<file path="config.mk">
export PLATFORM = sky130hd
export DESIGN_NAME = gpzda_transmitter
export DESIGN_NICKNAME = d
export VERILOG_FILES = /design/src/rtl/gpzda_transmitter.sv
export SDC_FILE = /design/constraint.sdc
export NUM_CORES = 1
export LEC_CHECK = 0
export BUFFER_PORTS_ARGS = -buffer_cell sky130_fd_sc_hd__buf_2
export CORE_ASPECT_RATIO = 1.25
export CORE_MARGIN = 4
export CORE_UTILIZATION = 50
export DETAILED_ROUTE_END_ITERATION = 8
export PLACE_DENSITY = 0.71
export SLEW_MARGIN = 10
export SYNTH_ARGS = -nofsm -noshare
export SYNTH_HDL_FRONTEND = slang
export SYNTH_SLANG_ARGS = --single-unit
export TNS_END_PERCENT = 30
</file>
<file path="constraint.sdc">
create_clock -name clock -period 3.75 [get_ports clock]
set_input_delay 0 -clock clock [delete_from_list [all_inputs] [get_ports clock]]
set_output_delay 0 -clock clock [all_outputs]
set_load 0.05 [all_outputs]
</file>
<file path="src/rtl/gpzda_transmitter.sv">
// gpzda_transmitter: serialises one "$GPZDA,hhmmss.ss,DD,MM,YYYY,,*CC[CR LF]"
// sentence as ASCII bytes over a load/ready byte handshake.
// Ports:
//   clock, reset          - clock and synchronous active-high reset
//   start                 - one-cycle send request, honoured only when idle
//   utc                   - nine ASCII characters "hhmmss.ss", first char in MSBs
//   day, month, year      - binary date fields, converted to zero-padded decimal
//   ready                 - downstream accepts the byte on data this cycle
//   load, data            - byte valid flag and current byte
//   busy                  - sentence in progress
//   done                  - one-cycle pulse at sentence end or range rejection
//   error                 - last request had an out-of-range field
module gpzda_transmitter #(
  parameter int unsigned             B         = 8,
  parameter int unsigned             PrefixLen = 5,
  parameter logic [PrefixLen*B-1:0]  Prefix    = "GPZDA",
  parameter logic [B-1:0]            Separator = ",",
  parameter bit                      EmitCrLf  = 1'b1
) (
  input  logic           clock,
  input  logic           reset,
  input  logic           start,
  input  logic [9*B-1:0] utc,
  input  logic [2*B-1:0] day,
  input  logic [2*B-1:0] month,
  input  logic [2*B-1:0] year,
  input  logic           ready,
  output logic           load,
  output logic [B-1:0]   data,
  output logic           busy,
  output logic           done,
  output logic           error
);

  localparam int unsigned BinW = 2 * B;  // binary field width, also the number of shift steps

  localparam logic [1:0] S_Idle    = 2'd0;
  localparam logic [1:0] S_Convert = 2'd1;
  localparam logic [1:0] S_Send    = 2'd2;
  localparam logic [1:0] S_Done    = 2'd3;

  // Byte positions within the sentence; position 0 is "$".
  localparam int unsigned IdxSep0 = PrefixLen + 1;
  localparam int unsigned IdxUtc  = IdxSep0 + 1;
  localparam int unsigned IdxSep1 = IdxUtc + 9;
  localparam int unsigned IdxDay  = IdxSep1 + 1;
  localparam int unsigned IdxSep2 = IdxDay + 2;
  localparam int unsigned IdxMon  = IdxSep2 + 1;
  localparam int unsigned IdxSep3 = IdxMon + 2;
  localparam int unsigned IdxYear = IdxSep3 + 1;
  localparam int unsigned IdxSep4 = IdxYear + 4;
  localparam int unsigned IdxSep5 = IdxSep4 + 1;
  localparam int unsigned IdxStar = IdxSep5 + 1;
  localparam int unsigned IdxChi  = IdxStar + 1;
  localparam int unsigned IdxClo  = IdxChi + 1;
  localparam int unsigned IdxCr   = IdxClo + 1;
  localparam int unsigned IdxLf   = IdxCr + 1;
  localparam int unsigned IdxLast = EmitCrLf ? IdxLf : IdxClo;

  logic [1:0]      state, state_d;
  logic            load_d, busy_d, done_d, error_d;
  logic [B-1:0]    data_d, chk, chk_d, next_byte;
  logic [5:0]      idx, idx_d, nxt_idx, utc_off;
  logic [9*B-1:0]  utc_q, utc_d;
  logic [BinW-1:0] day_q, day_d, month_q, month_d, year_q, year_d;
  logic [7:0]      bcd_day, bcd_day_d, bcd_mon, bcd_mon_d;
  logic [15:0]     bcd_yr, bcd_yr_d;
  logic [BinW+7:0] day_sh, mon_sh;
  logic [BinW+15:0] yr_sh;

  // Double-dabble digit correction applied before each shift.
  function automatic logic [3:0] adj(input logic [3:0] n);
    return (n >= 4'd5) ? n + 4'd3 : n;
  endfunction

  function automatic logic [B-1:0] dec(input logic [3:0] n);
    return B'(8'h30) + B'(n);
  endfunction

  function automatic logic [B-1:0] hex(input logic [3:0] n);
    return (n < 4'd10) ? B'(8'h30) + B'(n) : B'(8'h37) + B'(n);
  endfunction

  // Byte that follows the one currently on data.
  always_comb begin
    nxt_idx   = idx + 6'd1;
    utc_off   = nxt_idx - 6'(IdxUtc);
    next_byte = Separator;
    if (nxt_idx >= 6'd1 && nxt_idx <= 6'(PrefixLen))
      next_byte = Prefix[B*(PrefixLen - int'(nxt_idx)) +: B];
    else if (nxt_idx >= 6'(IdxUtc) && nxt_idx < 6'(IdxSep1))
      next_byte = utc_q[B*(8 - int'(utc_off)) +: B];
    else if (nxt_idx == 6'(IdxDay))      next_byte = dec(bcd_day[7:4]);
    else if (nxt_idx == 6'(IdxDay + 1))  next_byte = dec(bcd_day[3:0]);
    else if (nxt_idx == 6'(IdxMon))      next_byte = dec(bcd_mon[7:4]);
    else if (nxt_idx == 6'(IdxMon + 1))  next_byte = dec(bcd_mon[3:0]);
    else if (nxt_idx == 6'(IdxYear))     next_byte = dec(bcd_yr[15:12]);
    else if (nxt_idx == 6'(IdxYear + 1)) next_byte = dec(bcd_yr[11:8]);
    else if (nxt_idx == 6'(IdxYear + 2)) next_byte = dec(bcd_yr[7:4]);
    else if (nxt_idx == 6'(IdxYear + 3)) next_byte = dec(bcd_yr[3:0]);
    else if (nxt_idx == 6'(IdxStar))     next_byte = B'(8'h2A);
    else if (nxt_idx == 6'(IdxChi))      next_byte = hex(chk[7:4]);
    else if (nxt_idx == 6'(IdxClo))      next_byte = hex(chk[3:0]);
    else if (nxt_idx == 6'(IdxCr))       next_byte = B'(8'h0D);
    else if (nxt_idx == 6'(IdxLf))       next_byte = B'(8'h0A);
  end

  // Next-state and registered-output logic.
  always_comb begin
    state_d   = state;
    load_d    = load;
    data_d    = data;
    busy_d    = busy;
    done_d    = 1'b0;
    error_d   = error;
    chk_d     = chk;
    idx_d     = idx;
    utc_d     = utc_q;
    day_d     = day_q;
    month_d   = month_q;
    year_d    = year_q;
    bcd_day_d = bcd_day;
    bcd_mon_d = bcd_mon;
    bcd_yr_d  = bcd_yr;
    day_sh    = {adj(bcd_day[7:4]), adj(bcd_day[3:0]), day_q} << 1;
    mon_sh    = {adj(bcd_mon[7:4]), adj(bcd_mon[3:0]), month_q} << 1;
    yr_sh     = {adj(bcd_yr[15:12]), adj(bcd_yr[11:8]), adj(bcd_yr[7:4]),
                 adj(bcd_yr[3:0]), year_q} << 1;
    case (state)
      S_Idle: begin
        if (start) begin
          utc_d   = utc;
          day_d   = day;
          month_d = month;
          year_d  = year;
          busy_d  = 1'b1;
          error_d = 1'b0;
          chk_d   = '0;
          idx_d   = '0;
          state_d = S_Convert;
        end
      end
      S_Convert: begin
        // idx 0 is the range-check cycle; idx 1..BinW are the shift steps.
        if (idx == 6'd0) begin
          if (day_q > BinW'(99) || month_q > BinW'(99) || year_q > BinW'(9999)) begin
            error_d = 1'b1;
            busy_d  = 1'b0;
            done_d  = 1'b1;
            state_d = S_Done;
          end else begin
            idx_d     = 6'd1;
            bcd_day_d = '0;
            bcd_mon_d = '0;
            bcd_yr_d  = '0;
          end
        end else begin
          day_d     = day_sh[BinW-1:0];
          bcd_day_d = day_sh[BinW+7:BinW];
          month_d   = mon_sh[BinW-1:0];
          bcd_mon_d = mon_sh[BinW+7:BinW];
          year_d    = yr_sh[BinW-1:0];
          bcd_yr_d  = yr_sh[BinW+15:BinW];
          if (idx == 6'(BinW)) begin
            state_d = S_Send;
            load_d  = 1'b1;
            data_d  = B'(8'h24);
            idx_d   = '0;
          end else begin
            idx_d = idx + 6'd1;
          end
        end
      end
      S_Send: begin
        if (ready) begin
          // Checksum covers bytes strictly between "$" and "*".
          if (idx >= 6'd1 && idx <= 6'(IdxSep5))
            chk_d = chk ^ data;
          if (idx == 6'(IdxLast)) begin
            load_d  = 1'b0;
            data_d  = '0;
            busy_d  = 1'b0;
            done_d  = 1'b1;
            state_d = S_Done;
          end else begin
            data_d = next_byte;
            idx_d  = nxt_idx;
          end
        end
      end
      S_Done:  state_d = S_Idle;
      default: state_d = S_Idle;
    endcase
  end

  always_ff @(posedge clock) begin
    if (reset) begin
      state   <= S_Idle;
      load    <= 1'b0;
      data    <= '0;
      busy    <= 1'b0;
      done    <= 1'b0;
      error   <= 1'b0;
      chk     <= '0;
      idx     <= '0;
      utc_q   <= '0;
      day_q   <= '0;
      month_q <= '0;
      year_q  <= '0;
      bcd_day <= '0;
      bcd_mon <= '0;
      bcd_yr  <= '0;
    end else begin
      state   <= state_d;
      load    <= load_d;
      data    <= data_d;
      busy    <= busy_d;
      done    <= done_d;
      error   <= error_d;
      chk     <= chk_d;
      idx     <= idx_d;
      utc_q   <= utc_d;
      day_q   <= day_d;
      month_q <= month_d;
      year_q  <= year_d;
      bcd_day <= bcd_day_d;
      bcd_mon <= bcd_mon_d;
      bcd_yr  <= bcd_yr_d;
    end
  end

endmodule
</file>
Word-level counts from Yosys, hierarchy flattened --
Cells that the tools add are included.
Storage, ports and cells: input port bits 124, output and inout port bits 12, register bits after elaboration 180, logic and storage cells 193
Cells by class: bitwise gates (word level) 1, muxes and demuxes 80, shift operators 2, add/sub/neg operators 24, equal/unequal tests 31, reduce and logical (&&, ||, !) cells 21, order comparisons 19
Operators with widths (count):
- $mux W16 | 8
- $mux W8 | 12
- $pmux W16 S2 | 3
- $mux W7 | 13
- $add A6 B4 Y7 const A | 12
- $eq A6 B5 Y1 const B | 12
- $shiftx A72 B33 Y8 | 1
- $mux W6 | 8
- $shiftx A40 B33 Y8 const A | 1
- $ge A4 B3 Y1 const B | 8
- $gt A16 B7 Y1 const B | 2
- $pmux W8 S2 | 2
- $add A4 B2 Y4 const B | 5
- $mux W4 | 5
- $ne A2 B2 Y1 const B | 10
- $eq A6 B6 Y1 const B | 3
- $pmux W6 S3 | 1
- $gt A16 B14 Y1 const B | 1
- $reduce_and A5 Y1 | 3
- $mux W1 | 14
- $ge A6 B1 Y1 const B | 2
- $mux W2 | 6
- $reduce_and A4 Y1 | 3
- $add A3 B2 Y3 const B | 3
- 26 further kinds | 40

Logic depth before layout (Yosys ltp) --
word-level depth 20, gate-level depth with buffers 15

Worst setup path after synthesis --
OpenSTA, ideal clock, no wires.
kind register -> register, start register idx[0], end register data[7], stages on the path, launching flop included 15, arrival time 3.149 ns, path slack 0.473 ns, library setup time 0.128 ns, cells stage by stage dfxtp_1 buf_2 buf_2 clkbuf_1 inv_1 ha_1 clkbuf_1 or2_2 a2111oi_2 nor4b_1 or3b_1 o21ai_1 nor2b_2 a32oi_1 nor2_1
On the way: word-level cells in the longest chain between the ends 9, elaborated cells on any way between the ends 23
Ends and longest elaborated chain:
- start: declaration | line 63 | logic [5:0] idx, idx_d, nxt_idx, utc_off;
- start signal: assignment | line 221 | idx <= idx_d;
- $add A6 B1 Y6 | line 86 | nxt_idx = idx + 6'd1;
- $sub A6 B3 Y6 | line 87 | utc_off = nxt_idx - 6'(IdxUtc);
- $sub A4 B6 Y7 | line 92 | next_byte = utc_q[B*(8 - int'(utc_off)) +: B];
- $shiftx A72 B33 Y8 | line 92
- $mux W8 | line 91 | else if (nxt_idx >= 6'(IdxUtc) && nxt_idx < 6'(IdxSep1))
- $mux W8 | line 89 | if (nxt_idx >= 6'd1 && nxt_idx <= 6'(PrefixLen))
- $mux W8 | line 179 | if (idx == 6'(IdxLast)) begin
- $mux W8 | line 175 | if (ready) begin
- $pmux W8 S2 | line 129 | case (state)
- end signal: assignment | line 216 | data <= data_d;
- end: declaration | line 29 | output logic [B-1:0] data,
Parallel ways exist; a longest one is shown, timed or not. The select of a mux whose other input is x is not followed. A chain may end at the register's enable or synchronous reset.

Final worst setup path --
start register idx[1], end register data[1]
On the way: word-level cells in the longest chain between the ends 20, elaborated cells on any way between the ends 49
Ends and longest elaborated chain:
- branches (longest 20 deep; another with $sub A4 B6 Y7)
Parallel ways; which one is timed is not known. The select of a mux whose other input is x is not followed.

==> results by group <==
Status
  • Status: finished clean

STA
  • Post-route clock period utilization: 0.8845
  • Rel. slew slack: 0.3102
  • Skew final: between 0.01 and 0.015 ns
  • RSZ-0062 raised after global routing: no
  • Fmax: around 300 MHz
  • Final Max Slew Viols: 0
  • Final setup vio count: 0
  • Setup TNS: 0 ns
  • Worst-margin pin slew: between 1 and 1.5 ns
  • Final hold violations: 0
  • Fin worst setup slack: roughly 0.43 ns
  • Post-route minimum period: about 3.3 ns

Worst setup path
  • Crit start category: register
  • Worst setup path category: register to register
  • Worst endpoint required time: about 4 ns
  • CP max FO: 15
  • CP endpoint kind: register
  • Crit path DAT: ~3.7 ns

Detailed routing
  • Via/cell ratio: between 5 and 6
  • DRC: 0
  • Drt wl/cell: about 17 µm
  • Antenna Nets Post-Route: 0
  • Starting DRC count in detailed routing: ~840
  • Final WL: about 30000 µm
  • Drt first pass iters: 6
  • Via count: roughly 10000

Clock network
  • Clock tree buffer depth: 2
  • H-tree depth: 4
  • Worst skew pair latency: 0.44 ns
  • Clock Tree Root: clkbuf_16
  • PostCTS Resize Cnt: 0
  • Clk slew on worst S/H paths: around 0.070 ns
  • CTS Sinks: 180
  • CTS tree: yes
  • Hold buffers post-CTS: 120
  • Inserted Clock Buffers: 17
  • Postcts setup bufs: 0

GRT
  • Met2 Usage GRT: 0.4572
  • Initial antenna violation count: 0
  • First-pass GRT wire length: between 40000 and 50000 µm
  • Vias in the first global route: slightly below 10000
  • Overall routing resource usage: 0.2677
  • Largest net degree at the start of global routing: 94
  • Most Used Layer, Global Route: met2
  • M3 GR Usage: 0.04888
  • GR Layer Usage met1: 0.3272
  • Total gr overflow: 0

Floorplanning
  • Die W: 134.8 µm
  • Die extent in y: 166.5 µm
  • Top-Level Pins: approximately 140
  • Starting Density: 0.5121
  • Core Area: between 15000 and 20000 µm²
  • Core Rows: 57
  • Full die area: roughly 22000 µm²

Synthesis
  • Async SR Flop Fraction: 0
  • Synthesized area: ~10000 µm²
  • Post-Syn Nets: 1411
  • Post-synthesis sequential area ratio: 0.3588
  • EDFF count, synth: 0
  • Post-Synthesis Cells: 1257
  • Number of distinct library cells after synthesis: 81
  • Yosys warning count: 0
  • #FFs+latches synth: 180
  • Post-Syn Area per Cell: 7.990 µm²
  • Primary FF master, synth: dfxtp_1

Place
  • Pre-CTS setup slack: 0.5413 ns
  • Dpl hpwl: between 15000 and 20000 µm
  • Buffers on Ports: between 100 and 150
  • GPL Wtd Cong: around 0.94

Final layout
  • Final core utilization: 0.6464
  • Fillers: roughly 1600
  • Commonest non-fill, non-tap cell in the layout: nand2_1
  • Commonest non-fill, non-tap cells in the layout: 215 x nand2_1, 179 x dfxtp_1, 134 x buf_2
  • Layout Nets: ~1600
  • Layout cells sized above 1: 0.1585
  • Area growth from synthesis to layout: 26.22%

Power
  • Cell leakage power: approximately 4.8 nW
  • Pwr/cell area: 563.1 nW/µm²
  • VDD IR max: ~450 µV

Hold path
  • Worst hold path class: input pin to register

Run
  • Max Cap Violations: 0
## critical path, cell delays in order, from the launching register on
cell      delay (ns)
dfxtp_1         0.44
ha_1            0.32
xnor2_4         0.44
inv_1           0.22
ha_1            0.30
nor2b_1         0.15
o22ai_1         0.19
nor4b_1         0.10
o41ai_1         0.31
o21ai_1         0.15
nor2b_2         0.30
o21ai_1         0.14
a211oi_2        0.18
## cell type report
type	instances	area (µm²)	area share
Inverter	39	146.4	0.01155
Clock inverter	14	162.7	0.01283
Tap cell	265	331.6	0.02615
Multi-Input combinational cell	944	5936	0.4682
Clock buffer	18	439.2	0.03464
Timing Repair Buffer	275	2054	0.1621
Sequential cell	180	3605	0.2843
Antenna cell	1	2.502	0.0001974
## cell usage after synthesis (all sizes together) (28+ instances only)
cell | count | share of area
nand2 | 216 | 0.081
dfxtp | 180 | 0.36
a21oi | 131 | 0.066
nor2 | 122 | 0.046
clkbuf | 66 | 0.025
o21ai | 61 | 0.031
mux2i | 60 | 0.060
a211oi | 55 | 0.042
inv | 39 | 0.015
a22oi | 30 | 0.022
ha | 30 | 0.037
buf | 28 | 0.014
## registers in the layout, indices dropped and copies added (netlist names), 8 cells and up
| name | count |
|---|---|
| chk | 8 |
| utc_q | 72 |
| day_q | 16 |
| data | 8 |
| bcd_day | 8 |
| bcd_mon | 8 |
| year_q | 16 |
| bcd_yr | 16 |
| month_q | 16 |
## metal layers
layer,share of wire,wire (µm)
met1,0.41,12150
met2,0.50,14800
met3,0.057,1709
met4,0.041,1216
met5,0,0
## power breakdown
group,leakage [nW],switching (W),internal [W]
Sequential,1.47,0.000318,0.00235
Clock,0.293,0.000860,0.000969
Combinational,3.03,0.00161,0.00104
Total,4.80,0.00279,0.00435
## per-stage QoR
stage               power, W  hold WS, ns  instances  instance area (µm²)
detailed placement  0.005187       0.2467       1583                10870
CTS                 0.007119     0.002496       1735                12670
global placement    0.005138       0.2414       1583                10870
floorplan           0.004538       0.1360       1257                10040
global route        0.007577      0.01038       1735                12670
finish              0.007139      0.02715       1736                12680
## path summary, 6_finish.rpt
| kind | from | to | slack, ns | cells past startpoint |
|---|---|---|---|---|
| worst min-delay path | year[15] | year_q[15] | 0.03 | 3 |
| worst min register to register | utc_q[6] | utc_q[6] | 0.45 | 2 |
| worst max register to register | idx[1] | data[1] | 0.43 | 12 |
| worst max-delay path | idx[1] | data[1] | 0.43 | 12 |
## logic make-up (layout without fill, tap and decap cells)
family / Yosys count / count (layout) / synth area share
simple gates: 458 / 458 / 0.2007
buf+inv: 133 / 346 / 0.05357
fa+ha+maj: 30 / 30 / 0.03737
other cells: 0 / 1 / 0
compound gates: 352 / 352 / 0.2241
flops: 180 / 180 / 0.3588
xor+xnor: 27 / 27 / 0.02865
mux: 77 / 77 / 0.09680
Power figures use the tool's default switching activity.
